**src/rtl/morse_pkg.sv**
```systemverilog
// Shared constants for the Morse decoder: symbol codes, special ASCII values,
// tree node constants and the depth limit. Build option: MORSE_DIGITS_EN.
package morse_pkg;

   localparam int unsigned SYM_W  = 3;
   localparam int unsigned NODE_W = 6;
   localparam int unsigned CHAR_W = 8;

   localparam logic [SYM_W-1:0] SYM_WAIT  = 3'd0;
   localparam logic [SYM_W-1:0] SYM_DIT   = 3'd1;
   localparam logic [SYM_W-1:0] SYM_DAH   = 3'd2;
   localparam logic [SYM_W-1:0] SYM_GAP   = 3'd3;
   localparam logic [SYM_W-1:0] SYM_SPACE = 3'd4;

   localparam logic [CHAR_W-1:0] ASCII_SPACE = 8'h20;
   localparam logic [CHAR_W-1:0] ASCII_UNK   = 8'h3F;

   localparam logic [NODE_W-1:0] ROOT = 6'd1;
   localparam logic [NODE_W-1:0] ERR  = 6'd0;

   // First node index of the deepest allowed level; a further symbol from here overflows.
`ifdef MORSE_DIGITS_EN
   localparam logic [NODE_W-1:0] FIRST_LEAF = 6'd32;
`else
   localparam logic [NODE_W-1:0] FIRST_LEAF = 6'd16;
`endif

endpackage

```
**src/rtl/morse_rom.sv**
```systemverilog
// Heap-indexed Morse tree node to ASCII lookup. Digit nodes (depth 5) are
// included only when MORSE_DIGITS_EN is defined; anything unmapped is '?'.
module morse_rom
   import morse_pkg::*;
(
   input  logic [NODE_W-1:0] node,
   output logic [CHAR_W-1:0] ascii_c
);

   // Pure table lookup, '?' for holes in the tree.
   always_comb begin
      ascii_c = ASCII_UNK;
      case (node)
         6'd2:  ascii_c = 8'h45; // E
         6'd3:  ascii_c = 8'h54; // T
         6'd4:  ascii_c = 8'h49; // I
         6'd5:  ascii_c = 8'h41; // A
         6'd6:  ascii_c = 8'h4E; // N
         6'd7:  ascii_c = 8'h4D; // M
         6'd8:  ascii_c = 8'h53; // S
         6'd9:  ascii_c = 8'h55; // U
         6'd10: ascii_c = 8'h52; // R
         6'd11: ascii_c = 8'h57; // W
         6'd12: ascii_c = 8'h44; // D
         6'd13: ascii_c = 8'h4B; // K
         6'd14: ascii_c = 8'h47; // G
         6'd15: ascii_c = 8'h4F; // O
         6'd16: ascii_c = 8'h48; // H
         6'd17: ascii_c = 8'h56; // V
         6'd18: ascii_c = 8'h46; // F
         6'd20: ascii_c = 8'h4C; // L
         6'd22: ascii_c = 8'h50; // P
         6'd23: ascii_c = 8'h4A; // J
         6'd24: ascii_c = 8'h42; // B
         6'd25: ascii_c = 8'h58; // X
         6'd26: ascii_c = 8'h43; // C
         6'd27: ascii_c = 8'h59; // Y
         6'd28: ascii_c = 8'h5A; // Z
         6'd29: ascii_c = 8'h51; // Q
`ifdef MORSE_DIGITS_EN
         6'd32: ascii_c = 8'h35; // 5
         6'd33: ascii_c = 8'h34; // 4
         6'd35: ascii_c = 8'h33; // 3
         6'd39: ascii_c = 8'h32; // 2
         6'd47: ascii_c = 8'h31; // 1
         6'd48: ascii_c = 8'h36; // 6
         6'd56: ascii_c = 8'h37; // 7
         6'd60: ascii_c = 8'h38; // 8
         6'd62: ascii_c = 8'h39; // 9
         6'd63: ascii_c = 8'h30; // 0
`endif
         default: ascii_c = ASCII_UNK;
      endcase
   end

endmodule

```
**src/rtl/morse_alpha_decoder.sv**
```systemverilog
// Morse symbol stream to ASCII decoder. Walks a heap-indexed tree on DIT/DAH
// and emits one character with a one-cycle done strobe on GAP/SPACE.
// Build option: MORSE_DIGITS_EN enables a fifth tree level for digits.
module morse_alpha_decoder
   import morse_pkg::*;
(
   input  logic              clk,
   input  logic              reset,
   input  logic [SYM_W-1:0]  inputSignal,
   output logic              done,
   output logic [CHAR_W-1:0] letter
);

   logic [NODE_W-1:0] state;
   logic [NODE_W-1:0] state_d;
   logic              done_q;
   logic              done_d;
   logic [CHAR_W-1:0] letter_q;
   logic [CHAR_W-1:0] letter_d;
   logic [CHAR_W-1:0] rom_char_c;

   morse_rom u_rom (
      .node    (state),
      .ascii_c (rom_char_c)
   );

   // Tree walk and emission decision for the current symbol.
   always_comb begin
      state_d  = state;
      done_d   = 1'b0;
      letter_d = letter_q;
      case (inputSignal)
         SYM_DIT, SYM_DAH: begin
            // ERR absorbs symbols; stepping past the deepest level falls into ERR.
            if (state == ERR) begin
               state_d = ERR;
            end else if (state >= FIRST_LEAF) begin
               state_d = ERR;
            end else begin
               state_d = {state[NODE_W-2:0], (inputSignal == SYM_DAH)};
            end
         end
         SYM_GAP, SYM_SPACE: begin
            if (state != ROOT) begin
               // Pending letter (or error) is flushed; a trailing word space is dropped.
               letter_d = (state == ERR) ? ASCII_UNK : rom_char_c;
               done_d   = 1'b1;
               state_d  = ROOT;
            end else if (inputSignal == SYM_SPACE) begin
               letter_d = ASCII_SPACE;
               done_d   = 1'b1;
            end
         end
         default: begin
            state_d = state;
         end
      endcase
   end

   // State and output registers with synchronous reset.
   always_ff @(posedge clk) begin
      if (reset) begin
         state    <= ROOT;
         done_q   <= 1'b0;
         letter_q <= 8'h00;
      end else begin
         state    <= state_d;
         done_q   <= done_d;
         letter_q <= letter_d;
      end
   end

   assign done   = done_q;
   assign letter = letter_q;

endmodule

```
**config.mk**
```make
export PLATFORM = sky130hd
export DESIGN_NAME = morse_alpha_decoder
export DESIGN_NICKNAME = d
export VERILOG_FILES = /design/src/rtl/morse_pkg.sv /design/src/rtl/morse_rom.sv /design/src/rtl/morse_alpha_decoder.sv
export SDC_FILE = /design/constraint.sdc
export NUM_CORES = 1
export LEC_CHECK = 0
export ABC_AREA = 1
export BUFFER_PORTS_ARGS = -buffer_cell sky130_fd_sc_hd__buf_2
export CAP_MARGIN = 25
export CORE_MARGIN = 5
export CORE_UTILIZATION = 62
export DETAILED_ROUTE_END_ITERATION = 16
export PLACE_DENSITY = 0.83
export REMOVE_ABC_BUFFERS = 1
export SLEW_MARGIN = 20
export SYNTH_ARGS = -nofsm -noshare
export SYNTH_HDL_FRONTEND = slang
export SYNTH_SLANG_ARGS = --single-unit
```
**constraint.sdc**
```tcl
create_clock -name clk -period 3.7 [get_ports clk]
set_input_delay 0.185 -clock clk [delete_from_list [all_inputs] [get_ports clk]]
set_output_delay 0.185 -clock clk [all_outputs]
set_load 0.02 [all_outputs]
```
==> results.cfg <==
[floorplan]
dieHeight_um = 58.0
start_util = 0.645
ios = 14
num_rows = 17
fp.coreArea_mm2 = 0.00221
dieArea_mm2 = 0.00336
die_w_um = 58.0

[placed_design]
hpwl_mm = 2.34
gp_congestion = 0.971
placed_area_mm2 = 0.00148
portBuffers = 12
dp.cells = 254

[layout]
drive_gt1_frac = 0.200
stdcell_count = 258
area_growth_pct = 5.78
nets = 243
num_antenna_cells = 0
layout_commonest_cell = nand2_1
final_cell_mix = 68 x nand2_1, 29 x nand3_1, 23 x inv_1, 21 x dfxtp_1
final_area_mm2 = 0.00151

[power]
vdd_ir_drop_max_v = 0.000220
p_leak_uw = 0.000832
power.density_mw_per_mm2 = 394
finalPower_uw = 595

[timing]
period_share = 0.514
max_freq_mhz = 525
setup_tns_ps = 0
finalSetupViolations = 0
rsz0062_at_grt = no
hold_ws_ps = 161
final_hold_viol_count = 0
tightest_slew_ps = 623
relSlewSlack = 0.580
fin_worst_skew_ps = 1.95
min_period_ps = 1900
slew_viol_final = 0

[worst_setup_path]
critPathSlowestCell = dfxtp_1
ff2ff_setup_slack_ps = 1800
crit_fanout = 5
cp_cell_sequence = inv_1, nand2_1, nor2_1, nand3_2, nand2_4, nand2_2, nand2_1, nor2_2, ha_1, inv_1, nand3_1, nand2_1, nand2_1, nand2_1, nand2_1, nand2_1
required_ps = 3960
worst-path-buf-inv = 2
endpoint_kind = register
startpoint = state[1]$_SDFFE_PP0N_
slowest_delay_ps = 370
crit_top_cell = nand2_1
path_delay_family = simple AND/OR/NAND/NOR gates
crit_type = reg -> reg
r2r_cells = 16
critical_path_arrival_ps = 2160
critPathLaunchType = register
path_depth = 16
rr_startpoint = state[1]$_SDFFE_PP0N_

[cts]
cts_hold_buf = 0
cts_setup_buffers = 0
clkTransAtPathRegs_ps = 120
root_buffer = clkbuf_4
cts_sinks = 21
cts.htree.levels = 1
postCtsResizedCells = 0
cts_tree = built
clockBufferDepth = 2
clk_latency_ps = 300
numCtsBuffers = 3

[drt]
vias_per_cell = 5.43
post_drt_wl_per_cell_um = 11.3
met3WireLength_um = 206
firstDrtPassIters = 4
routed.top_layer = met4
wirelength_mm = 2.91
first_iter_violations = 67
drt-met1-wl_mm = 1.22
antenna_left = 0
drc = 0
wl_met2_mm = 1.39
dr_total_vias = 1400

[grt]
antenna_found_initial = 0
track_usage = 0.195
gr-total-overflow = 0
grt_pass1_wl_mm = 5.27
grt_pass1_vias = 1291
grt_start_max_net_pins = 16

[synthesis]
ys_seq_area_frac = 0.294
synth.area.top_cells = dfxtp_1 29%, nand2_1 18%, nand3_1 10%, ha_1 6.1%, inv_1 6.0%
avgSynthCellArea_um2 = 6.52
netlist_instances = 219
ys_seq_elements = 21
yosysTopAreaCellShare = 0.294
synth_area_mm2 = 0.00143
yosys.area.top_type = dfxtp_1
ys_warn_count = 0
yosys.cell_types.count = 26

[run_status]
status = finished clean

[flow_run]
max_cap_violations = 0

[hold_path]
hp-class = in -> reg
min-delay-start = reset
==> power breakdown <==
| part | leakage (µW) | switching [µW] | internal, µW | total [µW] |
|---|---|---|---|---|
| registers | 0.000173 | 14.1 | 257 | 272 |
| logic | 0.000641 | 143 | 70.0 | 213 |
| clock network | 0.0000177 | 69.8 | 40.3 | 110 |
| total | 0.000832 | 227 | 368 | 595 |
==> metal layers <==
| layer | track usage | vias to the layer above |
|---|---|---|
| met2 | 0.331 | 49 |
| met4 | 0.0993 | 0 |
| met3 | 0.0245 | 10 |
| met1 | 0.240 | 628 |
| li1 | - | 713 |
| met5 | 0 | - |
==> how the worst min path moves through the flow <==
stage                     cells after the start                endpoint  slack, ps
final                                         2  letter[6]$_SDFFE_PP0P_        160
after global routing                          2  letter[2]$_SDFFE_PP0P_        160
after CTS                                     2  letter[2]$_SDFFE_PP0P_        160
after detailed placement                      2  letter[6]$_SDFFE_PP0P_        450
after global placement                        2  letter[6]$_SDFFE_PP0P_        430
after floorplan                               1  letter[0]$_SDFFE_PP0P_        250
==> cell type report <==
cell class / instances / area, µm²
Fill cell: 204 / 702
Inverter: 29 / 113
Multi-Input combinational cell: 164 / 855
Tap cell: 28 / 35.0
Clock inverter: 1 / 5.00
Sequential cell: 21 / 420
Timing Repair Buffer: 12 / 60.1
Clock buffer: 3 / 22.5
==> cells by family after synthesis <==
family          after synthesis  synth area share
simple gates                137             0.460
compound gates               19            0.0745
flops                        21             0.294
buf+inv                      34             0.107
fa+ha+maj                     7            0.0613
other cells                   1           0.00263
==> worst register-to-register path: stages (launching register included) <==
cell and delay [ps]:
dfxtp_1 370, inv_1 110, nand2_1 70, nor2_1 130
nand3_2 100, nand2_4 100, nand2_2 90, nand2_1 110
nor2_2 60, ha_1 180, inv_1 120, nand3_1 110
nand2_1 110, nand2_1 50, nand2_1 70, nand2_1 40
nand2_1 50
==> cell usage after synthesis (all sizes together) <==
master,n
inv,28
nor2,20
nand4,3
nand2,79
clkinv,1
nor3,4
conb,1
o21ai,10
a21oi,9
buf,5
dfxtp,21
ha,7
nand3,31
==> metrics by stage <==
stage	setup WS [ps]	utilization
floorplan	2030	-
global placement	1790	0.670
detailed placement	1760	0.670
CTS	1810	0.683
global route	1560	0.683
finish	1800	0.683
No activity file was read; power rests on OpenSTA's default activity.
